==> config.mk <==
export PLATFORM = sky130hd
export DESIGN_NAME = hazard_controller_flat
export DESIGN_NICKNAME = d
export VERILOG_FILES = /design/src/rtl/hazard_controller_if.sv /design/src/rtl/hazard_controller.sv /design/src/flat_wrapper.sv
export SDC_FILE = /design/constraint.sdc
export NUM_CORES = 1
export LEC_CHECK = 0
export CORE_UTILIZATION = 45
export DETAILED_ROUTE_END_ITERATION = 7
export HOLD_SLACK_MARGIN = 0.05
export MAX_ROUTING_LAYER = met4
export PLACE_DENSITY = 0.77
export SLEW_MARGIN = 20
export SYNTH_ARGS = -nofsm -noshare
export SYNTH_HDL_FRONTEND = slang
export SYNTH_SLANG_ARGS = --single-unit
==> constraint.sdc <==
create_clock -name clk -period 2.8 [get_ports clk]
set_input_delay 0.28 -clock clk [delete_from_list [all_inputs] [get_ports clk]]
set_output_delay 0.28 -clock clk [all_outputs]
set_load 0.01 [all_outputs]
==> src/rtl/hazard_controller_if.sv <==
// Pipeline hazard bundle: ID/EXE/MEM operand info and memory handshake in,
// stall/freeze/flush controls and status out.
interface hazard_controller_if;
   logic        fwdEn;
   logic [4:0]  IDRegsrc1;
   logic [4:0]  IDRegsrc2;
   logic        IDTwoSrc;
   logic [4:0]  EXERegDest;
   logic        EXERegWBen;
   logic        EXEMemREn;
   logic [4:0]  MEMRegDest;
   logic        MEMRegWBen;
   logic        branchTaken;
   logic        memReq;
   logic        memReady;
   logic        hazardStall;
   logic        pipeFreeze;
   logic        flush;
   logic [15:0] stallCount;
   logic        memTimeout;

   modport slave (
      input  fwdEn, IDRegsrc1, IDRegsrc2, IDTwoSrc,
      input  EXERegDest, EXERegWBen, EXEMemREn,
      input  MEMRegDest, MEMRegWBen,
      input  branchTaken, memReq, memReady,
      output hazardStall, pipeFreeze, flush, stallCount, memTimeout
   );

   modport master (
      output fwdEn, IDRegsrc1, IDRegsrc2, IDTwoSrc,
      output EXERegDest, EXERegWBen, EXEMemREn,
      output MEMRegDest, MEMRegWBen,
      output branchTaken, memReq, memReady,
      input  hazardStall, pipeFreeze, flush, stallCount, memTimeout
   );
endinterface

==> src/rtl/hazard_controller.sv <==
// Pipeline hazard controller: RAW stall detection, memory-wait freeze with
// timeout, branch flush, and a saturating stall counter.
//
// state   | meaning
// RUN     | pipeline flowing; freezes only while a new memory access is not ready
// MEMWAIT | memory access outstanding; whole pipeline frozen until memReady
module hazard_controller (
   input  logic               clk,
   input  logic               rst,
   hazard_controller_if.slave hz
);

   typedef enum logic {RUN = 1'b0, MEMWAIT = 1'b1} state_t;

   state_t      state_q, state_d;
   logic [7:0]  wait_cnt_q, wait_cnt_d;
   logic [15:0] stall_count_q, stall_count_d;
   logic        mem_timeout_q, mem_timeout_d;

   logic        exe_match;
   logic        mem_match;
   logic        raw_hazard;
   logic        freeze_c;
   logic        flush_c;
   logic        stall_c;

   // Register 0 is hardwired, so it never creates a dependency.
   always_comb begin
      exe_match = ((hz.IDRegsrc1 != 5'd0) && (hz.IDRegsrc1 == hz.EXERegDest)) ||
                  (hz.IDTwoSrc && (hz.IDRegsrc2 != 5'd0) && (hz.IDRegsrc2 == hz.EXERegDest));
      mem_match = ((hz.IDRegsrc1 != 5'd0) && (hz.IDRegsrc1 == hz.MEMRegDest)) ||
                  (hz.IDTwoSrc && (hz.IDRegsrc2 != 5'd0) && (hz.IDRegsrc2 == hz.MEMRegDest));
      if (hz.fwdEn) begin
         raw_hazard = hz.EXEMemREn && hz.EXERegWBen && exe_match;
      end else begin
         raw_hazard = (exe_match && hz.EXERegWBen) || (mem_match && hz.MEMRegWBen);
      end
   end

   always_comb begin
      freeze_c = 1'b0;
      flush_c  = 1'b0;
      stall_c  = 1'b0;
      if (!rst) begin
         if (state_q == RUN) begin
            freeze_c = hz.memReq && !hz.memReady;
         end else begin
            freeze_c = !hz.memReady;
         end
         flush_c = hz.branchTaken && !freeze_c;
         stall_c = raw_hazard && !freeze_c && !hz.branchTaken;
      end
   end

   always_comb begin
      state_d       = state_q;
      wait_cnt_d    = wait_cnt_q;
      stall_count_d = stall_count_q;
      mem_timeout_d = mem_timeout_q;

      case (state_q)
         RUN: begin
            if (hz.memReq && !hz.memReady) begin
               state_d    = MEMWAIT;
               wait_cnt_d = 8'd0;
            end
         end
         MEMWAIT: begin
            if (hz.memReady) begin
               state_d = RUN;
            end else if (wait_cnt_q != 8'hFF) begin
               wait_cnt_d = wait_cnt_q + 8'd1;
            end
         end
         default: state_d = RUN;
      endcase

      // Sticky: once the wait ever saturates, only reset clears it.
      if (state_q == MEMWAIT && wait_cnt_d == 8'hFF) begin
         mem_timeout_d = 1'b1;
      end

      if (stall_c && stall_count_q != 16'hFFFF) begin
         stall_count_d = stall_count_q + 16'd1;
      end
   end

   always_ff @(posedge clk or posedge rst) begin
      if (rst) begin
         state_q       <= RUN;
         wait_cnt_q    <= 8'd0;
         stall_count_q <= 16'd0;
         mem_timeout_q <= 1'b0;
      end else begin
         state_q       <= state_d;
         wait_cnt_q    <= wait_cnt_d;
         stall_count_q <= stall_count_d;
         mem_timeout_q <= mem_timeout_d;
      end
   end

   assign hz.hazardStall = stall_c;
   assign hz.pipeFreeze  = freeze_c;
   assign hz.flush       = flush_c;
   assign hz.stallCount  = stall_count_q;
   assign hz.memTimeout  = mem_timeout_q;

endmodule

==> src/flat_wrapper.sv <==
// flat-port wrapper written by rule: the top's interface ports become plain ports
module hazard_controller_flat 
  (clk, rst, hz_fwdEn, hz_IDRegsrc1, hz_IDRegsrc2, hz_IDTwoSrc, hz_EXERegDest, hz_EXERegWBen, hz_EXEMemREn, hz_MEMRegDest, hz_MEMRegWBen, hz_branchTaken, hz_memReq, hz_memReady, hz_hazardStall, hz_pipeFreeze, hz_flush, hz_stallCount, hz_memTimeout);
  hazard_controller_if hz_i ();
  input  logic clk;
  input  logic rst;
  input wire logic [$bits(hz_i.fwdEn)-1:0] hz_fwdEn;
  input wire logic [$bits(hz_i.IDRegsrc1)-1:0] hz_IDRegsrc1;
  input wire logic [$bits(hz_i.IDRegsrc2)-1:0] hz_IDRegsrc2;
  input wire logic [$bits(hz_i.IDTwoSrc)-1:0] hz_IDTwoSrc;
  input wire logic [$bits(hz_i.EXERegDest)-1:0] hz_EXERegDest;
  input wire logic [$bits(hz_i.EXERegWBen)-1:0] hz_EXERegWBen;
  input wire logic [$bits(hz_i.EXEMemREn)-1:0] hz_EXEMemREn;
  input wire logic [$bits(hz_i.MEMRegDest)-1:0] hz_MEMRegDest;
  input wire logic [$bits(hz_i.MEMRegWBen)-1:0] hz_MEMRegWBen;
  input wire logic [$bits(hz_i.branchTaken)-1:0] hz_branchTaken;
  input wire logic [$bits(hz_i.memReq)-1:0] hz_memReq;
  input wire logic [$bits(hz_i.memReady)-1:0] hz_memReady;
  output wire logic [$bits(hz_i.hazardStall)-1:0] hz_hazardStall;
  output wire logic [$bits(hz_i.pipeFreeze)-1:0] hz_pipeFreeze;
  output wire logic [$bits(hz_i.flush)-1:0] hz_flush;
  output wire logic [$bits(hz_i.stallCount)-1:0] hz_stallCount;
  output wire logic [$bits(hz_i.memTimeout)-1:0] hz_memTimeout;
  assign hz_i.fwdEn = hz_fwdEn;
  assign hz_i.IDRegsrc1 = hz_IDRegsrc1;
  assign hz_i.IDRegsrc2 = hz_IDRegsrc2;
  assign hz_i.IDTwoSrc = hz_IDTwoSrc;
  assign hz_i.EXERegDest = hz_EXERegDest;
  assign hz_i.EXERegWBen = hz_EXERegWBen;
  assign hz_i.EXEMemREn = hz_EXEMemREn;
  assign hz_i.MEMRegDest = hz_MEMRegDest;
  assign hz_i.MEMRegWBen = hz_MEMRegWBen;
  assign hz_i.branchTaken = hz_branchTaken;
  assign hz_i.memReq = hz_memReq;
  assign hz_i.memReady = hz_memReady;
  assign hz_hazardStall = hz_i.hazardStall;
  assign hz_pipeFreeze = hz_i.pipeFreeze;
  assign hz_flush = hz_i.flush;
  assign hz_stallCount = hz_i.stallCount;
  assign hz_memTimeout = hz_i.memTimeout;
  hazard_controller u_core (.clk(clk), .rst(rst), .hz(hz_i));
endmodule
== Word level (Yosys, flattened, before mapping) ==
Cells that the tools add are included.
Word-level totals
  output and inout bits: 20
  bits of input ports: 30
  bits in registers: 26
  logic and storage cells: 50
Cells by class
  $add $sub $neg: 2
  bitwise gates (word level): 1
  reduce and logical (&&, ||, !) cells: 23
  multiplexer cells: 13
  eq/ne operators: 7
Operator list (count)
  8-bit two-way mux: 3
  5-bit == test: 4
  16-bit by 1-bit adder with 16-bit output (second input constant): 1
  16-bit inequality test (second input constant): 1
  8-bit case mux with 2 select lines: 1
  1-bit logical AND: 15
  5-bit nonzero test: 2
  8-bit by 1-bit adder with 8-bit output (second input constant): 1
  8-bit == test (second input constant): 1
  1-bit two-way mux: 8
  8-bit inequality test (second input constant): 1
  1-bit zero test: 3
  1-bit logical OR: 3
  1-bit case mux with 2 select lines: 1
  1-bit NOT: 1

== Logic depth before layout (Yosys ltp) ==
  depth after elaboration: 11
  depth in mapped cells: 10

== Least setup slack after synthesis ==
OpenSTA, ideal clock, no wires.
  path type: reg-to-reg
  start point: reg u_core.stall_count_q[0] (netlist: u_core.hz.stallCount[0])
  end point: reg u_core.stall_count_q[10] (netlist: u_core.hz.stallCount[10])
  setup time: 0.126 ns
  slack: 0.866 ns
  buffers on the path: 2
  stages on the path, launching flop included: 11
  arrival: 1.808 ns
  period minus slack after synthesis: 1.934 ns
  path through: dfrtp_1 > ha_1 > and3_1 > and3_1 > buf_2 > nand4_1 > o211ai_1 > nand2_2 > buf_6 > nand3_2 > xnor2_1
On the way
  cells in the longest elaborated chain, start to end: 2
  elaborated cells between the ends (all ways): 3
RTL lines
  start, declared: RTL line hazard_controller.sv:17  | logic [15:0] stall_count_q, stall_count_d;
  start signal, assigned: RTL line hazard_controller.sv:97  | stall_count_q <= stall_count_d;
  branches (longest 2 deep; another with 16-bit by 1-bit adder with 16-bit output)
Several ways; the timed one is not identified.
A chain may end at the register's enable or synchronous reset.

== Worst setup path after layout ==
  start point: in hz_IDRegsrc1[2]
  end point: out hz_hazardStall
On the way
  cells in the longest elaborated chain, start to end: 9
  elaborated cells between the ends (all ways): 15
RTL lines
  start, declared: RTL line flat_wrapper.sv:8  | input wire logic [$bits(hz_i.IDRegsrc1)-1:0] hz_IDRegsrc1;
  5-bit == test, or another cell as far along: RTL line hazard_controller.sv:29  | exe_match = ((hz.IDRegsrc1 != 5'd0) && (hz.IDRegsrc1 == hz.EXERegDest)) ||
  1-bit logical AND, on equally long branches: RTL line hazard_controller.sv:29, hazard_controller.sv:31
  1-bit logical OR, on equally long branches: RTL line hazard_controller.sv:29, hazard_controller.sv:31
  1-bit logical AND: RTL line hazard_controller.sv:36  | raw_hazard = (exe_match && hz.EXERegWBen) || (mem_match && hz.MEMRegWBen);
  1-bit logical OR: RTL line hazard_controller.sv:36
  1-bit two-way mux (*): RTL line hazard_controller.sv:33  | if (hz.fwdEn) begin
  1-bit logical AND (*) (2 in series): RTL line hazard_controller.sv:51  | stall_c = raw_hazard && !freeze_c && !hz.branchTaken;
  1-bit two-way mux (*): RTL line hazard_controller.sv:44  | if (!rst) begin
  end, declared: RTL line flat_wrapper.sv:19  | output wire logic [$bits(hz_i.hazardStall)-1:0] hz_hazardStall;
Mark *: on every way between the ends. The rest lies on a longest branch, timed or not.

==> results.md <==
| Quantity | This run |
| --- | --- |
| Overall track demand over capacity in global routing | 0.1969 |
| DR vias | 1518 |
| Number of clock buffers inserted by TritonCTS | 3 |
| Antenna violations before repair | 0 |
| Startpoint class of the critical path | input port |
| Post-synth net total | 218 |
| Critical Path End Type | primary output |
| Total Neg Setup Slack | 0 ps |
| Class of the most critical setup path | input port to primary output |
| Flip-flop and latch count after synthesis | 26 |
| Final setup violation count | 0 |
| Ratio of cells with drive above 1 in the final layout | 0.05957 |
| Final wirelength | 3599 um |
| Final HPWL DP | 2884 um |
| Leakage power figure | 0.9325 nW |
| Syn-to-layout area delta | 33.68% |
| DRT iter0 DRCs | 59 |
| Setup repair after global routing missed its margin | no |
| Relative slew slack | 0.7481 |
| Number of diodes added for antenna fixing | 0 |
| Peak Freq | 368.8 MHz |
| Number of buffers inserted by hold repair at cts | 0 |
| Average wire per cell in the routed design | 12.81 um |
| Synthesis Warnings | 0 |
| Post-detailed-route via-to-cell ratio | 5.402 |
| Fraction of registers with async set/reset | 1.000 |
| Final cycle utilization of the critical path | 0.9683 |
| H-Tree Depth | 1 |
| Gate Count Post-Synth | 186 |
| Final estimated routing congestion in global placement | 0.8475 |
| Die footprint | 4032 sq um |
| Per-instance average area after synthesis | 9.149 sq um |
| Placement row count | 21 |
| Prevailing post-synth register cell | dfrtp_1 |
| Worst Tran Pin Value | 374.4 ps |
| Power Dens Cells | 341.5 nW/um^2 |
| Layout Nets | 269 |
| Floorplan die height | 63.50 um |
| Worst clock skew on the final layout | 2.290 ps |
| Post-placement cell count | 278 |
| Core area | 3468 sq um |
| Time the worst path needs with I/O delays and setup | 2711 ps |
| Insertion delay to the later sink of the worst-skew pair | 260 ps |
| Number of buffers inserted by post-CTS setup repair | 0 |
| Number of nets with antenna violations after detailed routing | 0 |
| R2r setup slk | 620 ps |
| Portion of synthesized cell area occupied by the leading cell type | 0.3824 |
| TritonCTS clock tree | built |
| Cell variety after synth | 42 |
| Drc violations | 0 |
| Data required time of the worst path | 2520 ps |
| Final count of hold timing violations | 0 |
| # Max-Cap Violations | 0 |
| Reg clk slew, reported paths | 80 ps |
| First-pass GRT wire length | 6127 um |
| Peak supply drop | 174.8 uV |
| Number of cells upsized or downsized after cts | 0 |
| Clock root buffer | clkbuf_8 |
| Cell type with the largest total area after synthesis | dfrtp_1 |
| Result of the run | complete, no violations |
| Number of global-route vias before repair | 1390 |
| Initial core utilization | 0.4906 |
| Final hold slack | 424.5 ps |
| GR Overflow Total | 0 |
| Number of ports placed on the die boundary | 50 |
| Largest net degree at the start of global routing | 27 |
| Portion of the post-synthesis area used by sequential elements | 0.3824 |
| Post-Syn Area | 1702 sq um |
| WP data arrival | 2430 ps |
| Reg2Reg Launch Point | u_core.wait_cnt_q[0]$_DFF_PP0_ |
| Max Buffers Root-to-Sink | 2 |
| Worst-path maximum fanout | 3 |
| Top area cells in the synthesized netlist | dfrtp_1, xnor2_1, and3_1, xor2_1, nand2_1 |
| Class of the tightest hold or removal check | input port to async pin |
| Final count of pins violating max slew | 0 |
| Die width | 63.50 um |
| Number of I/O port buffers | 49 |
| Number of optimization iterations in the first detailed-route pass | 4 |
| Worst r2r dst | u_core.hz.memTimeout$_DFFE_PP0P_ |
| Reg2reg path depth | 8 |
| CTS sink cnt | 26 |
| Non-Filler Instances | 281 |
| Number of enable flip-flop cells after synthesis | 0 |
-- metrics by stage --
stage,utilization,total power [mW],cell area [sq um],setup WS [ps]
finish,0.6558,0.7769,2275,88.63
global route,0.6558,0.8255,2275,55.68
CTS,0.6558,0.7867,2275,140.4
detailed placement,0.6439,0.5822,2233,151.7
global placement,0.6439,0.5784,2233,171.6
floorplan,-,0.4949,1702,865.9
-- flip-flops by register name, indices dropped and copies added (netlist names) --
name,count
u_core.hz.memTimeout,1
u_core.hz.stallCount,16
u_core.state_q,1
u_core.wait_cnt_q,8
-- layer usage --
metal  GRT usage  part of all wire  vias up  wire length, um
li1            -                 -      758                -
met1      0.2503              0.46      703             1652
met2      0.3191              0.48       51             1720
met3     0.01993             0.046        6              167
met4     0.07955             0.016        0               59
met5           -                 0        -                0
-- placed cells by master, fill, tap and decap left out, types with 3 or more instances in the layout --
cell,count
nand4_1,6
xnor2_1,26
nor2_1,9
a21oi_1,7
nand3_2,3
nor4_1,4
inv_1,6
clkbuf_8,3
dfrtp_1,26
and2_1,3
xor2_1,9
o21ai_0,7
nand3_1,11
and3_1,13
nand2_1,19
clkdlybuf4s50_1,49
-- Yosys cell counts, types with 4 or more instances --
cell,n
a21oi_1,7
and3_1,13
dfrtp_1,26
inv_1,6
nand2_1,19
nand3_1,11
nand4_1,6
nor2_1,9
nor4_1,4
o21ai_0,7
xnor2_1,26
xor2_1,9
-- power breakdown --
part / internal (mW) / leakage, nW / switching, mW
clock: 0.0962 / 0.0216 / 0.108
combinational: 0.0929 / 0.557 / 0.0676
sequential: 0.389 / 0.354 / 0.0230
total: 0.579 / 0.933 / 0.198
-- how the worst max path moves through the flow --
stage,from,endpoint,slack (ps),cells after the start
after CTS,hz_IDRegsrc1[2],hz_hazardStall,140,8
after global placement,hz_IDRegsrc1[2],hz_hazardStall,170,8
after detailed placement,hz_IDRegsrc1[2],hz_hazardStall,150,8
final,hz_IDRegsrc1[2],hz_hazardStall,90,8
after global routing,hz_IDRegsrc1[2],hz_hazardStall,60,8
after floorplan,u_core.hz.stallCount[0]$_DFFE_PP0P_,u_core.hz.stallCount[10]$_DFFE_PP0P_,870,10
-- final cells by class --
type | instances | area, sq um
clock buffer | 3 | 41.29
sequential | 26 | 650.6
tap | 46 | 57.56
multi-input combinational | 150 | 1005
timing repair buffer | 50 | 498.0
inverter | 6 | 22.52
fill | 292 | 1194
-- critical path, stage by stage --
cell and delay (ps):
clkdlybuf4s50_1 570, xnor2_1 150, nand3_1 120, nor4_1 350
nor2_1 100, o22a_1 210, nor2_1 110, clkdlybuf4s50_1 540
-- logic make-up after synthesis --
kind of cell             synth area share
multiplexers                      0.01912
buffers and inverters             0.02720
flip-flops                         0.3824
AND/OR/NAND/NOR                    0.2750
adder cells (fa/ha/maj)           0.01470
AO/OA/AOI/OAI                      0.1015
XOR/XNOR                           0.1802
Power figures use the tool's default switching activity.
